[src/rtl/add_serial_pkg.sv]
// Shared types and defaults for the serial-adder operand feeder.
// State encoding is fixed so the FSM can be probed by downstream debug logic.
package add_serial_pkg;

    typedef enum logic [1:0] {
        IDLE  = 2'd0,
        ISSUE = 2'd1,
        WAIT  = 2'd2,
        HOLD  = 2'd3
    } state_t;

    localparam int DEFAULT_DEPTH = 4;
    localparam int DEFAULT_LAT   = 10;
    localparam int OP_W          = 8;
    localparam int ENTRY_W       = 2 * OP_W;
    localparam int CNT_W         = 4;

endpackage

[src/rtl/add_op_fifo.sv]
// Operand-pair FIFO: entries are {a,b}; refuses pushes when full and pops when empty.
// Head is the oldest entry, read combinationally from the storage array.
module add_op_fifo
    import add_serial_pkg::*;
#(
    parameter int DEPTH = DEFAULT_DEPTH
) (
    input  logic               clk,
    input  logic               rst,
    input  logic               push,
    input  logic               pop,
    input  logic [ENTRY_W-1:0] wdata,
    output logic [ENTRY_W-1:0] head,
    output logic               full,
    output logic               empty
);

    localparam int PTR_W = $clog2(DEPTH);

    logic [ENTRY_W-1:0] mem [DEPTH];
    logic [PTR_W-1:0]   wr_ptr;
    logic [PTR_W-1:0]   rd_ptr;
    logic [PTR_W:0]     count;
    logic               do_push;
    logic               do_pop;

    assign full    = (count == (PTR_W + 1)'(DEPTH));
    assign empty   = (count == '0);
    assign do_push = push && !full;
    assign do_pop  = pop && !empty;
    assign head    = mem[rd_ptr];

    // NOTE: storage has no reset; the pointers and count alone define which entries are valid.
    always_ff @(posedge clk) begin
        if (do_push) begin
            mem[wr_ptr] <= wdata;
        end
    end

    // NOTE: sequential state uses non-blocking assignments so every register samples pre-edge values.
    always_ff @(posedge clk or posedge rst) begin
        if (rst) begin
            wr_ptr <= '0;
            rd_ptr <= '0;
            count  <= '0;
        end else begin
            // Power-of-two depth lets the pointers wrap by plain overflow.
            if (do_push) wr_ptr <= wr_ptr + PTR_W'(1);
            if (do_pop)  rd_ptr <= rd_ptr + PTR_W'(1);
            case ({do_push, do_pop})
                2'b10:   count <= count + (PTR_W + 1)'(1);
                2'b01:   count <= count - (PTR_W + 1)'(1);
                default: count <= count;
            endcase
        end
    end

endmodule

[src/rtl/add_serial_feeder.sv]
// Feeds queued operand pairs one at a time to a fixed-latency serial adder,
// captures its result after LAT cycles and holds it until the consumer takes it.
module add_serial_feeder
    import add_serial_pkg::*;
#(
    parameter int DEPTH = DEFAULT_DEPTH,
    parameter int LAT   = DEFAULT_LAT
) (
    input  logic            clk,
    input  logic            rst,
    input  logic            in_valid,
    output logic            in_ready,
    input  logic [OP_W-1:0] in_a,
    input  logic [OP_W-1:0] in_b,
    output logic            add_en,
    output logic [OP_W-1:0] add_a,
    output logic [OP_W-1:0] add_b,
    input  logic [OP_W-1:0] add_out,
    output logic            res_valid,
    input  logic            res_ready,
    output logic [OP_W-1:0] res_data,
    output logic            busy
);

    state_t              state;
    state_t              state_next;
    logic [CNT_W-1:0]    wait_cnt;
    logic [OP_W-1:0]     op_a;
    logic [OP_W-1:0]     op_b;
    logic [OP_W-1:0]     res_q;
    logic [ENTRY_W-1:0]  fifo_head;
    logic                fifo_full;
    logic                fifo_empty;
    logic                wait_done;

    add_op_fifo #(
        .DEPTH (DEPTH)
    ) u_fifo (
        .clk   (clk),
        .rst   (rst),
        .push  (in_valid && in_ready),
        .pop   (state == ISSUE),
        .wdata ({in_a, in_b}),
        .head  (fifo_head),
        .full  (fifo_full),
        .empty (fifo_empty)
    );

    assign wait_done = (wait_cnt == CNT_W'(LAT));

    always_ff @(posedge clk or posedge rst) begin
        if (rst) begin
            state <= IDLE;
        end else begin
            state <= state_next;
        end
    end

    // NOTE: state_next gets a default before the case so no path leaves it unassigned (no latch).
    always_comb begin
        state_next = state;
        case (state)
            IDLE:  if (!fifo_empty) state_next = ISSUE;
            ISSUE: state_next = WAIT;
            WAIT:  if (wait_done) state_next = HOLD;
            HOLD:  if (res_ready) state_next = IDLE;
            default: state_next = IDLE;
        endcase
    end

    // Operands are latched on the IDLE->ISSUE edge so add_a/add_b come straight from flops.
    always_ff @(posedge clk or posedge rst) begin
        if (rst) begin
            op_a     <= '0;
            op_b     <= '0;
            res_q    <= '0;
            wait_cnt <= '0;
        end else begin
            if (state == IDLE && !fifo_empty) begin
                {op_a, op_b} <= fifo_head;
            end
            case (state)
                ISSUE: wait_cnt <= CNT_W'(1);
                WAIT: begin
                    if (wait_done) begin
                        res_q    <= add_out;
                        wait_cnt <= '0;
                    end else begin
                        wait_cnt <= wait_cnt + CNT_W'(1);
                    end
                end
                default: wait_cnt <= wait_cnt;
            endcase
        end
    end

    always_comb begin
        add_en    = (state == ISSUE);
        res_valid = (state == HOLD);
        in_ready  = !fifo_full;
        busy      = (state != IDLE) || !fifo_empty;
        add_a     = op_a;
        add_b     = op_b;
        res_data  = res_q;
    end

endmodule

[config.mk]
export PLATFORM = sky130hd
export DESIGN_NAME = add_serial_feeder
export DESIGN_NICKNAME = d
export VERILOG_FILES = /design/src/rtl/add_serial_pkg.sv /design/src/rtl/add_op_fifo.sv /design/src/rtl/add_serial_feeder.sv
export SDC_FILE = /design/constraint.sdc
export NUM_CORES = 1
export LEC_CHECK = 0
export CORE_MARGIN = 1.5
export CORE_UTILIZATION = 45
export DETAILED_ROUTE_END_ITERATION = 12
export PLACE_DENSITY_LB_ADDON = 0.1
export SLEW_MARGIN = 30
export SYNTH_ARGS = -nofsm -noshare
export SYNTH_HDL_FRONTEND = slang
export SYNTH_SLANG_ARGS = --single-unit
[constraint.sdc]
create_clock -name clk -period 2.25 [get_ports clk]
set_clock_uncertainty 0.05 [all_clocks]
set_input_delay 0.3375 -clock clk [delete_from_list [all_inputs] [get_ports clk]]
set_output_delay 0.3375 -clock clk [all_outputs]
set_load 0.005 [all_outputs]
==> impl_metrics.yaml, run 1 <==
power:
  clkPwrFrac_pct: 17.7
  p_per_area_nw_per_um2: 1200
  p_int_uw: 4180
  swShare_pct: 30.0
  combPwrFrac_pct: 37.0
  leakage_uw: 0.00190
  power_frac_seq_pct: 45.3
  vdd_drop_max_v: 0.000545
  p_switching_uw: 1790
drt:
  first_pass_iters: 4
  wl_um: 6730
  ant_nets: 0
  wl_per_cell_um: 16.9
  routed_via_density: 5.06
  vias: 2020
  drt_iter0_drc: 88
  drcViolationCount: 0
sta:
  slew_violations: 0
  finalSetupViolations: 0
  fmaxAchievable_ghz: 0.457
  worst_pin_slew_ps: 505
  fin_tns_setup_ps: 0
  slew_headroom_pct: 66.4
  rsz0062_at_grt: "no"
  finalHoldViolations: 0
  fin_crit_sh_pct: 97.3
  post-route-min-period_ps: 2190
yosys:
  synth_cell_types: 36
  synth_fp_nets: 253
  synth_ff_type: "edfxtp_1"
  postSynthAreaPerCell_um2: 19.0
  yosys_warnings: 0
  synth-seq-cells: 101
  syn_area_um2: 4050
  seq_area_frac_synth_pct: 70.3
  synth_cells: 213
  async_flop_share_pct: 36.6
  synth_edf_count: 64
placed_design:
  dpl_cell_area_um2: 4770
  hpwl_um: 4250
  dpl.cell_count: 381
  routabilityCongestion: 0.740
  port_buffers: 55
clock_tree:
  clock-sinks: 101
  holdBufCountCts: 0
  htree_levels: 3
  worst_skew_pair.late_latency_ps: 360
  clk_path_buf_depth: 2
  numCtsBuffers: 9
  clkSlewWorstSetupHoldPaths_ps: 100
  cts_tree: "done"
  cts_root_buffer: "clkbuf_8"
run:
  cap_violations: 0
setup_path:
  crit_path_cell_trace: "buf_4, nor3_1, nand2_1, clkdlybuf4s50_1"
  critPathLaunchType: "register"
  arrival_ps: 1800
  end_kind: "output pin"
  critical_path_class: "reg2out"
  slowest_delay_ps: 450
  cp_max_fo: 4
  worstPathRequired_ps: 1860
  crit_path_top_delay_cell: "clkdlybuf4s50_1"
finish:
  drive_above_1_share_pct: 23.0
  antenna_cells: 0
  nets: 326
  final_cells: 399
  area_delta_synth_final_pct: 22.6
  final_area_um2: 4970
grt:
  grt_pass1_wl_um: 11000
  grt_max_degree: 38
  grt-ovfl-total: 0
  antenna_found_initial: 0
  first_global_vias: 2140
  grt_use_total_pct: 15.2
die:
  num_rows: 34
  pin_count: 56
  die-area_um2: 9580
  initial_utilization_pct: 46.5
  fp.dieH_um: 97.9
  core_um2: 8720
  die_w_um: 97.9
worst_hold_path:
  hold_path_class: "in2async"
run_status:
  status: "finished, final reports clean"
[critical path, delay by kind of cell (launching register included)]
kind / cells / cell delay, ps
buffers and inverters: 2 / 600
flip-flops: 1 / 390
AND/OR/NAND/NOR: 2 / 470
[flip-flops by register name (all words and copies together) (netlist names)]
name,cells
res_data,8
u_fifo.mem,64
wait_cnt,4
add_a,8
u_fifo.wr_ptr,2
u_fifo.rd_ptr,2
add_b,8
state,2
u_fifo.count,3
[synthesized netlist by cell type, types with 2 or more instances]
cell type  count  share of area, %
xnor2_1        3              0.65
xor2_1         3              0.65
nand2_1        5              0.46
nor2_1         2              0.19
dfrtp_1       37                23
nand3b_1       2              0.37
mux2_2        24               6.7
mux4_1         8               5.2
mux2i_1        2              0.49
o21ai_0        2              0.25
ha_1          11               3.4
inv_1         14               1.3
buf_6          4               1.1
and3_1         4              0.62
edfxtp_1      64                47
mux4_2         8               4.4
[kinds of logic after synthesis]
logic type | count (synthesis) | synth area share [%]
adders and majority gates | 12 | 3.89
buffers and inverters | 21 | 2.81
AOI/OAI and AO/OA | 10 | 1.76
xor gates and xnor gates | 6 | 1.30
and+or+nand+nor | 20 | 2.78
muxes | 43 | 17.2
DFF | 101 | 70.3
[layer usage]
metal	vias up	track usage, %	share of wire (%)
li1	955	-	-
met4	0	6.26	1.1
met5	-	0	0
met3	6	3.15	3.3
met1	1016	19.7	45
met2	43	25.3	51
[timing repair]
action / in CTS / in global routing
resized for setup: 0 / 3
endpoints found under the setup margin: 0 / 1
buffers inserted: 0 / 2
[cell type report]
cell class                      count  area [um^2]
Clock buffer                       10          128
Clock inverter                      6         51.3
Fill cell                         683         3750
Inverter                           14         52.6
Multi-Input combinational cell     91         1100
Sequential cell                   101         2850
Tap cell                          108          135
Timing Repair Buffer               69          656
[placed cells by master (no fill, tap or decap), types with 2 or more instances in the layout]
cell	instances
nand3b_1	2
clkbuf_8	9
buf_4	14
edfxtp_1	64
nor2_1	2
dfrtp_1	37
mux4_2	8
xor2_1	3
clkdlybuf4s50_1	55
and3_1	4
nand2_1	5
ha_1	10
mux4_1	8
mux2i_1	2
mux2_2	24
inv_6	3
xnor2_1	3
o21ai_0	2
inv_1	14
[per-stage QoR]
stage          power, uW  utilization [%]  hold WS, ps  worst slack [ps]
3_3_place_gp        4930             54.6          437               115
2_1_floorplan       4120                -          386              91.7
5_1_grt             6370             57.0          379              5.78
4_1_cts             6020             56.7          355              55.5
3_5_place_dp        4960             54.6          442              81.2
6_report            5970             57.0          339              60.3
[path summary, 6_finish.rpt]
path	start	end	slack, ps	cells after the start
worst min register to register	add_a[2]$_DFFE_PP0P_	add_a[2]$_DFFE_PP0P_	460	1
worst max-delay path	u_fifo.count[1]$_DFFE_PP0P_	busy	60	4
min in group clk	add_a[2]$_DFFE_PP0P_	add_a[2]$_DFFE_PP0P_	460	1
worst min-delay path	rst	res_data[6]$_DFFE_PP0P_	340	3
max in group asynchronous	rst	wait_cnt[2]$_DFFE_PP0P_	1450	3
worst max register to register	u_fifo.count[0]$_DFFE_PP0P_	u_fifo.count[2]$_DFFE_PP0P_	150	9
[power by group through the flow]
| stage | clock network (uW) | logic [uW] | registers, uW |
|---|---|---|---|
| final | 1050 | 2210 | 2710 |
| after global routing | 1170 | 2430 | 2770 |
| after CTS | 1090 | 2220 | 2710 |
| after detailed placement | 0 | 2210 | 2750 |
| after global placement | 0 | 2190 | 2740 |
| after floorplan | 0 | 1400 | 2730 |
(Power assumes the default switching activity.)
==> run 2, diff against run 1 <==
--- a/config.mk
+++ b/config.mk
@@ -7,6 +7,7 @@
 export LEC_CHECK = 0
 export CORE_MARGIN = 1.5
 export CORE_UTILIZATION = 45
+export CTS_CLUSTER_SIZE = 16
 export DETAILED_ROUTE_END_ITERATION = 12
 export PLACE_DENSITY_LB_ADDON = 0.1
 export SLEW_MARGIN = 30
==> results of run 2 <==
Final layout, timing and power as in run 1 (identical DEF).
